$ cat config.mk
export PLATFORM = sky130hd
export DESIGN_NAME = sn76489_bus_sequencer
export DESIGN_NICKNAME = d
export VERILOG_FILES = /design/src/rtl/sn76489_seq_pkg.sv /design/src/rtl/sn76489_seq_fifo.sv /design/src/rtl/sn76489_bus_sequencer.sv
export SDC_FILE = /design/constraint.sdc
export NUM_CORES = 1
export LEC_CHECK = 0
export ABC_AREA = 0
export CORE_UTILIZATION = 55
export DETAILED_ROUTE_END_ITERATION = 10
export PLACE_DENSITY = 0.75
export SLEW_MARGIN = 30
export SYNTH_ARGS = -nofsm -noshare
export SYNTH_HDL_FRONTEND = slang
export SYNTH_SLANG_ARGS = --single-unit
$ cat constraint.sdc
create_clock -name clock_i -period 5.9 [get_ports clock_i]
set_clock_uncertainty 0.15 [all_clocks]
set_input_delay 1.18 -clock clock_i [delete_from_list [all_inputs] [get_ports clock_i]]
set_output_delay 1.18 -clock clock_i [all_outputs]
set_load 0.03 [all_outputs]
$ cat src/rtl/sn76489_seq_pkg.sv
// Shared types and byte encoders for the SN76489 bus sequencer.
package sn76489_seq_pkg;

   typedef enum logic [1:0] {
      StIdle,
      StBuild,
      StStrobe,
      StRecover
   } seq_state_e;

   localparam logic       KIND_PERIOD = 1'b0;
   localparam logic       KIND_ATTEN  = 1'b1;
   localparam logic [1:0] CHAN_NOISE  = 2'd3;
   localparam int unsigned REQ_W      = 13;

   typedef struct packed {
      logic [1:0] chan;
      logic       kind;
      logic [9:0] data;
   } seq_req_t;

   function automatic logic [7:0] latch_byte(input logic [1:0] chan, input logic kind,
                                             input logic [3:0] val);
      return {1'b1, chan, kind, val};
   endfunction

   function automatic logic [7:0] data_byte(input logic [5:0] hi);
      return {2'b00, hi};
   endfunction

   function automatic logic [7:0] noise_byte(input logic [2:0] val);
      return {1'b1, CHAN_NOISE, 1'b0, 1'b0, val};
   endfunction

   // Value bits that actually reach the chip for a given request.
   function automatic logic [9:0] req_value(input seq_req_t req);
      if (req.kind == KIND_ATTEN) begin
         return {6'b0, req.data[3:0]};
      end else if (req.chan == CHAN_NOISE) begin
         return {7'b0, req.data[2:0]};
      end
      return req.data;
   endfunction

endpackage

$ cat src/rtl/sn76489_seq_fifo.sv
// Request FIFO for the SN76489 bus sequencer; show-ahead read, full/empty/count status.
module sn76489_seq_fifo #(
   parameter int unsigned DEPTH = 4,
   parameter int unsigned WIDTH = 13
) (
   input  logic                       clock_i,
   input  logic                       res_n_i,
   input  logic                       push_i,
   input  logic [WIDTH-1:0]           wdata_i,
   input  logic                       pop_i,
   output logic [WIDTH-1:0]           rdata_o,
   output logic                       full_o,
   output logic                       empty_o,
   output logic [$clog2(DEPTH+1)-1:0] count_o
);

   localparam int unsigned AW = $clog2(DEPTH);
   localparam int unsigned CW = $clog2(DEPTH + 1);
   localparam logic [CW-1:0] FULL_CNT = CW'(DEPTH);

   logic [WIDTH-1:0] mem_q [DEPTH];
   logic [AW-1:0]    wr_ptr_q, rd_ptr_q;
   logic [CW-1:0]    count_q;
   logic             do_push, do_pop;

   assign full_o  = (count_q == FULL_CNT);
   assign empty_o = (count_q == '0);
   assign count_o = count_q;
   assign rdata_o = mem_q[rd_ptr_q];
   assign do_push = push_i & ~full_o;
   assign do_pop  = pop_i & ~empty_o;

   always_ff @(posedge clock_i) begin
      if (do_push) begin
         mem_q[wr_ptr_q] <= wdata_i;
      end
   end

   // DEPTH is a power of two, so the pointers wrap on their own.
   always_ff @(posedge clock_i or negedge res_n_i) begin
      if (!res_n_i) begin
         wr_ptr_q <= '0;
         rd_ptr_q <= '0;
         count_q  <= '0;
      end else begin
         if (do_push) begin
            wr_ptr_q <= wr_ptr_q + 1'b1;
         end
         if (do_pop) begin
            rd_ptr_q <= rd_ptr_q + 1'b1;
         end
         case ({do_push, do_pop})
            2'b10:   count_q <= count_q + 1'b1;
            2'b01:   count_q <= count_q - 1'b1;
            default: count_q <= count_q;
         endcase
      end
   end

endmodule

$ cat src/rtl/sn76489_bus_sequencer.sv
// Queues register updates and strobes them into an SN76489 write port, paced on ready.
// Optional SN76489_SEQ_SHADOW_EN suppresses writes that repeat the last value written.
module sn76489_bus_sequencer
   import sn76489_seq_pkg::*;
#(
   parameter int unsigned DEPTH      = 4,
   parameter int unsigned MIN_STROBE = 2,
   parameter int unsigned GAP_CYCLES = 2,
   parameter int unsigned TIMEOUT    = 255
) (
   input  logic       clock_i,
   input  logic       res_n_i,
   input  logic       req_valid_i,
   output logic       req_ready_o,
   input  logic [1:0] req_chan_i,
   input  logic       req_kind_i,
   input  logic [9:0] req_data_i,
   output logic       ce_n_o,
   output logic       we_n_o,
   output logic [7:0] d_o,
   input  logic       ready_i,
   output logic       busy_o,
   output logic       err_o
);

   localparam int unsigned CW = $clog2(DEPTH + 1);
   localparam int unsigned SW = $clog2(TIMEOUT + 1);
   localparam int unsigned GW = $clog2(GAP_CYCLES + 1);
   localparam logic [SW-1:0] MIN_CNT = SW'(MIN_STROBE);
   localparam logic [SW-1:0] TO_CNT  = SW'(TIMEOUT);
   localparam logic [SW-1:0] ONE_CNT = SW'(1);
   localparam logic [GW-1:0] GAP_CNT = GW'(GAP_CYCLES);
   localparam logic [GW-1:0] ONE_GAP = GW'(1);

   seq_state_e    state_q;
   seq_req_t      cur_q, head_req, push_req;
   logic [7:0]    byte_d_q;
   logic          d_pend_q;
   logic [SW-1:0] strobe_cnt_q;
   logic [GW-1:0] gap_cnt_q;

   logic          fifo_full, fifo_empty, fifo_pop;
   logic [CW-1:0] fifo_count;
   logic [7:0]    l_byte, d_byte;
   logic          two_byte, strobe_ok, strobe_to, shadow_hit;

   assign push_req = '{chan: req_chan_i, kind: req_kind_i, data: req_data_i};
   assign fifo_pop = (state_q == StIdle);

   sn76489_seq_fifo #(
      .DEPTH (DEPTH),
      .WIDTH (REQ_W)
   ) u_fifo (
      .clock_i (clock_i),
      .res_n_i (res_n_i),
      .push_i  (req_valid_i),
      .wdata_i (push_req),
      .pop_i   (fifo_pop),
      .rdata_o (head_req),
      .full_o  (fifo_full),
      .empty_o (fifo_empty),
      .count_o (fifo_count)
   );

   assign req_ready_o = ~fifo_full;
   assign busy_o      = (fifo_count != '0) || (state_q != StIdle);

   always_comb begin
      l_byte   = latch_byte(cur_q.chan, cur_q.kind, cur_q.data[3:0]);
      two_byte = 1'b0;
      if (cur_q.kind == KIND_PERIOD) begin
         if (cur_q.chan == CHAN_NOISE) begin
            l_byte = noise_byte(cur_q.data[2:0]);
         end else begin
            two_byte = 1'b1;
         end
      end
   end

   assign d_byte    = data_byte(cur_q.data[9:4]);
   assign strobe_ok = (state_q == StStrobe) && ready_i && (strobe_cnt_q >= MIN_CNT);
   assign strobe_to = (state_q == StStrobe) && (strobe_cnt_q == TO_CNT);

`ifdef SN76489_SEQ_SHADOW_EN
   logic [9:0] shadow_val_q [8];
   logic [7:0] shadow_vld_q;
   logic [2:0] cur_idx;
   logic [9:0] cur_val;

   assign cur_idx    = {cur_q.chan, cur_q.kind};
   assign cur_val    = req_value(cur_q);
   assign shadow_hit = shadow_vld_q[cur_idx] && (shadow_val_q[cur_idx] == cur_val);

   // Commit only when the final byte of the request is acknowledged.
   always_ff @(posedge clock_i or negedge res_n_i) begin
      if (!res_n_i) begin
         shadow_vld_q <= '0;
         for (int i = 0; i < 8; i++) begin
            shadow_val_q[i] <= '0;
         end
      end else if (strobe_ok && !d_pend_q) begin
         shadow_vld_q[cur_idx] <= 1'b1;
         shadow_val_q[cur_idx] <= cur_val;
      end
   end
`else
   assign shadow_hit = 1'b0;
`endif

   always_ff @(posedge clock_i or negedge res_n_i) begin
      if (!res_n_i) begin
         state_q      <= StIdle;
         cur_q        <= '0;
         byte_d_q     <= '0;
         d_pend_q     <= 1'b0;
         strobe_cnt_q <= '0;
         gap_cnt_q    <= '0;
         ce_n_o       <= 1'b1;
         we_n_o       <= 1'b1;
         d_o          <= 8'h00;
         err_o        <= 1'b0;
      end else begin
         unique case (state_q)
            StIdle: begin
               if (!fifo_empty) begin
                  cur_q   <= head_req;
                  state_q <= StBuild;
               end
            end
            StBuild: begin
               if (shadow_hit) begin
                  state_q <= StIdle;
               end else begin
                  byte_d_q     <= d_byte;
                  d_pend_q     <= two_byte;
                  d_o          <= l_byte;
                  ce_n_o       <= 1'b0;
                  we_n_o       <= 1'b0;
                  strobe_cnt_q <= ONE_CNT;
                  state_q      <= StStrobe;
               end
            end
            StStrobe: begin
               if (strobe_ok || strobe_to) begin
                  ce_n_o    <= 1'b1;
                  we_n_o    <= 1'b1;
                  gap_cnt_q <= ONE_GAP;
                  state_q   <= StRecover;
                  if (!strobe_ok) begin
                     err_o    <= 1'b1;
                     d_pend_q <= 1'b0;
                  end
               end else begin
                  strobe_cnt_q <= strobe_cnt_q + 1'b1;
               end
            end
            StRecover: begin
               if (gap_cnt_q >= GAP_CNT) begin
                  if (d_pend_q) begin
                     d_o          <= byte_d_q;
                     d_pend_q     <= 1'b0;
                     ce_n_o       <= 1'b0;
                     we_n_o       <= 1'b0;
                     strobe_cnt_q <= ONE_CNT;
                     state_q      <= StStrobe;
                  end else begin
                     state_q <= StIdle;
                  end
               end else begin
                  gap_cnt_q <= gap_cnt_q + 1'b1;
               end
            end
            default: state_q <= StIdle;
         endcase
      end
   end

endmodule

==> impl_metrics.env <==
export IMPL_post_cts_setup_buffers=0
export IMPL_slowest_stage_cell_cp="sky130_fd_sc_hd__clkdlybuf4s50_1"
export IMPL_yosysUniqueCellTypes=53
export IMPL_synth_enable_flop_cells=52
export IMPL_syn_mean_instance_area_um2=15.68
export IMPL_clock_insertion_delay_worst_skew_ps=350
export IMPL_final_setup_tns_ps=0
export IMPL_async_flop_share=0.4851
export IMPL_final_min_period_over_clock_period=0.5518
export IMPL_worstPathCellList="nor2_1, nand2_1, clkdlybuf4s50_1"
export IMPL_die_area_mm2=0.008051
export IMPL_layout_cells_most_common_list="sky130_fd_sc_hd__edfxtp_1 (52), sky130_fd_sc_hd__dfrtp_1 (47), sky130_fd_sc_hd__clkdlybuf4s50_1 (28)"
export IMPL_fin_hold_ws_ps=314.4
export IMPL_worst_r2r_cell_count=7
export IMPL_wirelength_um=7093
export IMPL_cts_hold_buffers_added=0
export IMPL_setup_worst_path_class="reg2out"
export IMPL_port_buffers=29
export IMPL_timing_slew_headroom=0.3825
export IMPL_yosys_warnings=0
export IMPL_finalMaxSlewViolations=0
export IMPL_die_x_um=89.73
export IMPL_overflow=0
export IMPL_irDropWorstVdd_uv=234.4
export IMPL_worst_setup_hold_path_clk_slew_ps=90
export IMPL_run_status="finished clean"
export IMPL_num_antenna_cells=0
export IMPL_post_route_cells_drive_above_1_share=0.2164
export IMPL_cp_data_required_time_ps=4570
export IMPL_design_portCount=30
export IMPL_detail_route_drc_violations=0
export IMPL_max_cap_violations=0
export IMPL_first_global_vias=2419
export IMPL_drt_pass1_iterations=4
export IMPL_via_per_inst=5.678
export IMPL_first_pass_grt_wire_length_um=11980
export IMPL_pwr_per_cell_area_mw_per_mm2=513.1
export IMPL_dr_total_vias=2294
export IMPL_critical_path_endpoint="busy_o"
export IMPL_cts_root_buf="sky130_fd_sc_hd__clkbuf_8"
export IMPL_grtUsageTotal=0.1959
export IMPL_achievable_frequency_mhz=307.1
export IMPL_cts_repair_resize_count=0
export IMPL_finalNetCount=326
export IMPL_grt_setup_unrepaired="no"
export IMPL_synth_simple_gate_area_share=0.08306
export IMPL_critical_path_max_stage_delay_ps=610
export IMPL_synth_cell_area_mm2=0.004233
export IMPL_r2r_slack_ps=3510
export IMPL_detailedPlacementHpwl_um=4659
export IMPL_fraction_of_the_core_area_covered_by_cells_at_the_end_of_the_flow=0.6583
export IMPL_grt_antenna_before_repair=0
export IMPL_holdPathStages=1
export IMPL_p_leak_nw=1.866
export IMPL_cts_sinks=101
export IMPL_layout_cells_non_filler=404
export IMPL_yosys_area_share_adder=0.02838
export IMPL_worst_r2r_startpoint="strobe_cnt_q[0]"
export IMPL_globalplace_congestion=0.7861
export IMPL_synth_mux_area_fraction=0.1366
export IMPL_synth_top_family_by_area="multiplexers"
export IMPL_timing_final_crit_period_ps=3256
export IMPL_cts_tree="yes"
export IMPL_critPathLaunch="state_q[1]"
export IMPL_placementRows=31
export IMPL_placedCellCount=388
export IMPL_layout_cells_most_common="sky130_fd_sc_hd__edfxtp_1"
export IMPL_tightestPinTransition_ps=924.3
export IMPL_maximum_clock_insertion_buffer_count=2
export IMPL_worst_r2r_endpoint="strobe_cnt_q[1]"
export IMPL_yosys_area_share_xor_xnor=0.01242
export IMPL_post_drt_wl_per_cell_um=17.56
export IMPL_number_of_cells_produced_by_synthesis=270
export IMPL_synth_yosys_seq_area_share=0.6589
export IMPL_finalHoldViolCount=0
export IMPL_worst_endpoint_arrival_ps=1930
export IMPL_setup_viol_count_final=0
export IMPL_synth_flop_cell="sky130_fd_sc_hd__edfxtp_1"
export IMPL_area_growth_synth_to_final_pct=14.01
export IMPL_path_max_fanout=12
export IMPL_hold_path_class="reg2reg"
export IMPL_drt_iter0_drc=117
export IMPL_setup_worst_path_start_class="flip-flop"
export IMPL_core_area_mm2=0.007331
export IMPL_total_clock_buffers_created_by_cts=9
export IMPL_drtAntennaViolNets=0
export IMPL_critical_path_end_type="primary output"
export IMPL_largest_net_degree_at_the_start_of_global_routing=50
export IMPL_synth_ff_latch_count=101
export IMPL_floorplan_initialDensity=0.5774
export IMPL_synth_net_count=296
export IMPL_die_h_um=89.73
export IMPL_cts_max_level=3
export IMPL_synth_compound_area_frac=0.06237
[synthesized netlist by cell type, types with 5 or more instances]
library cell	n	area [um^2]
sky130_fd_sc_hd__nor2_1	11	41.29
sky130_fd_sc_hd__edfxtp_1	52	1562
sky130_fd_sc_hd__dfrtp_1	48	1201
sky130_fd_sc_hd__mux2i_1	6	60.06
sky130_fd_sc_hd__inv_1	6	22.52
sky130_fd_sc_hd__nand2_1	20	75.07
sky130_fd_sc_hd__mux2_2	20	225.2
sky130_fd_sc_hd__clkbuf_1	6	22.52
sky130_fd_sc_hd__mux4_2	13	292.8
sky130_fd_sc_hd__nor3_1	5	25.02
sky130_fd_sc_hd__ha_1	8	100.1
sky130_fd_sc_hd__o21ai_0	8	40.04
[cells by family (layout without fill, tap and decap cells)]
| kind of cell | count (synthesis) | count (layout) |
|---|---|---|
| buffers and inverters | 17 | 52 |
| xor gates and xnor gates | 6 | 6 |
| and+or+nand+nor | 65 | 65 |
| muxes | 39 | 39 |
| AOI/OAI and AO/OA | 33 | 33 |
| adders and majority gates | 9 | 9 |
| DFF | 101 | 101 |
[where the power goes]
part           switching (mW)  internal (mW)  total (mW)
registers               0.189          0.976        1.17
logic                   0.415          0.410       0.825
clock network           0.240          0.245       0.485
total                   0.845           1.63        2.48
[per-layer routing]
metal,up-vias,global-route usage,part of all wire
li1,1072,-,-
met2,39,0.3397,0.50
met5,-,0,0
met1,1176,0.2427,0.45
met4,0,0.04918,0.0087
met3,7,0.05584,0.032
[final cells by class]
cell class / instances / area [um^2]
inverter: 6 / 22.52
fill: 529 / 2505
timing repair buffer: 30 / 295.3
clock buffer: 9 / 123.9
sequential: 101 / 2790
clock inverter: 7 / 103.9
multi-input combinational: 152 / 1366
tap: 99 / 123.9
[flip-flops by register name, summed over array words and instances (netlist names), 2 cells and up]
register,count
d_o,8
u_fifo.rd_ptr_q,2
u_fifo.count_o,3
u_fifo.mem_q,52
gap_cnt_q,2
u_fifo.wr_ptr_q,2
state_q,2
byte_d_q,6
cur_q,13
strobe_cnt_q,8
[metrics by stage]
step | total power, mW | instance area, um^2 | setup WS (ps)
floorplan | 1.767 | 4233 | 3336
global placement | 1.977 | 4594 | 2772
detailed placement | 2.015 | 4597 | 2677
CTS | 2.502 | 4825 | 2625
global route | 2.637 | 4826 | 2511
finish | 2.476 | 4826 | 2644
[how the worst min path moves through the flow]
stage,startpoint,endpoint
after CTS,err_o,err_o
after detailed placement,err_o,err_o
after floorplan,gap_cnt_q[0],gap_cnt_q[0]
final,err_o,err_o
after global routing,err_o,err_o
after global placement,err_o,err_o
[critical path: cells and delay by family, from the launching register on]
family	cells	cell delay, ps
and+or+nand+nor	2	440
buffers and inverters	1	610
DFF	1	530
No activity file was read; power rests on OpenSTA's default activity.
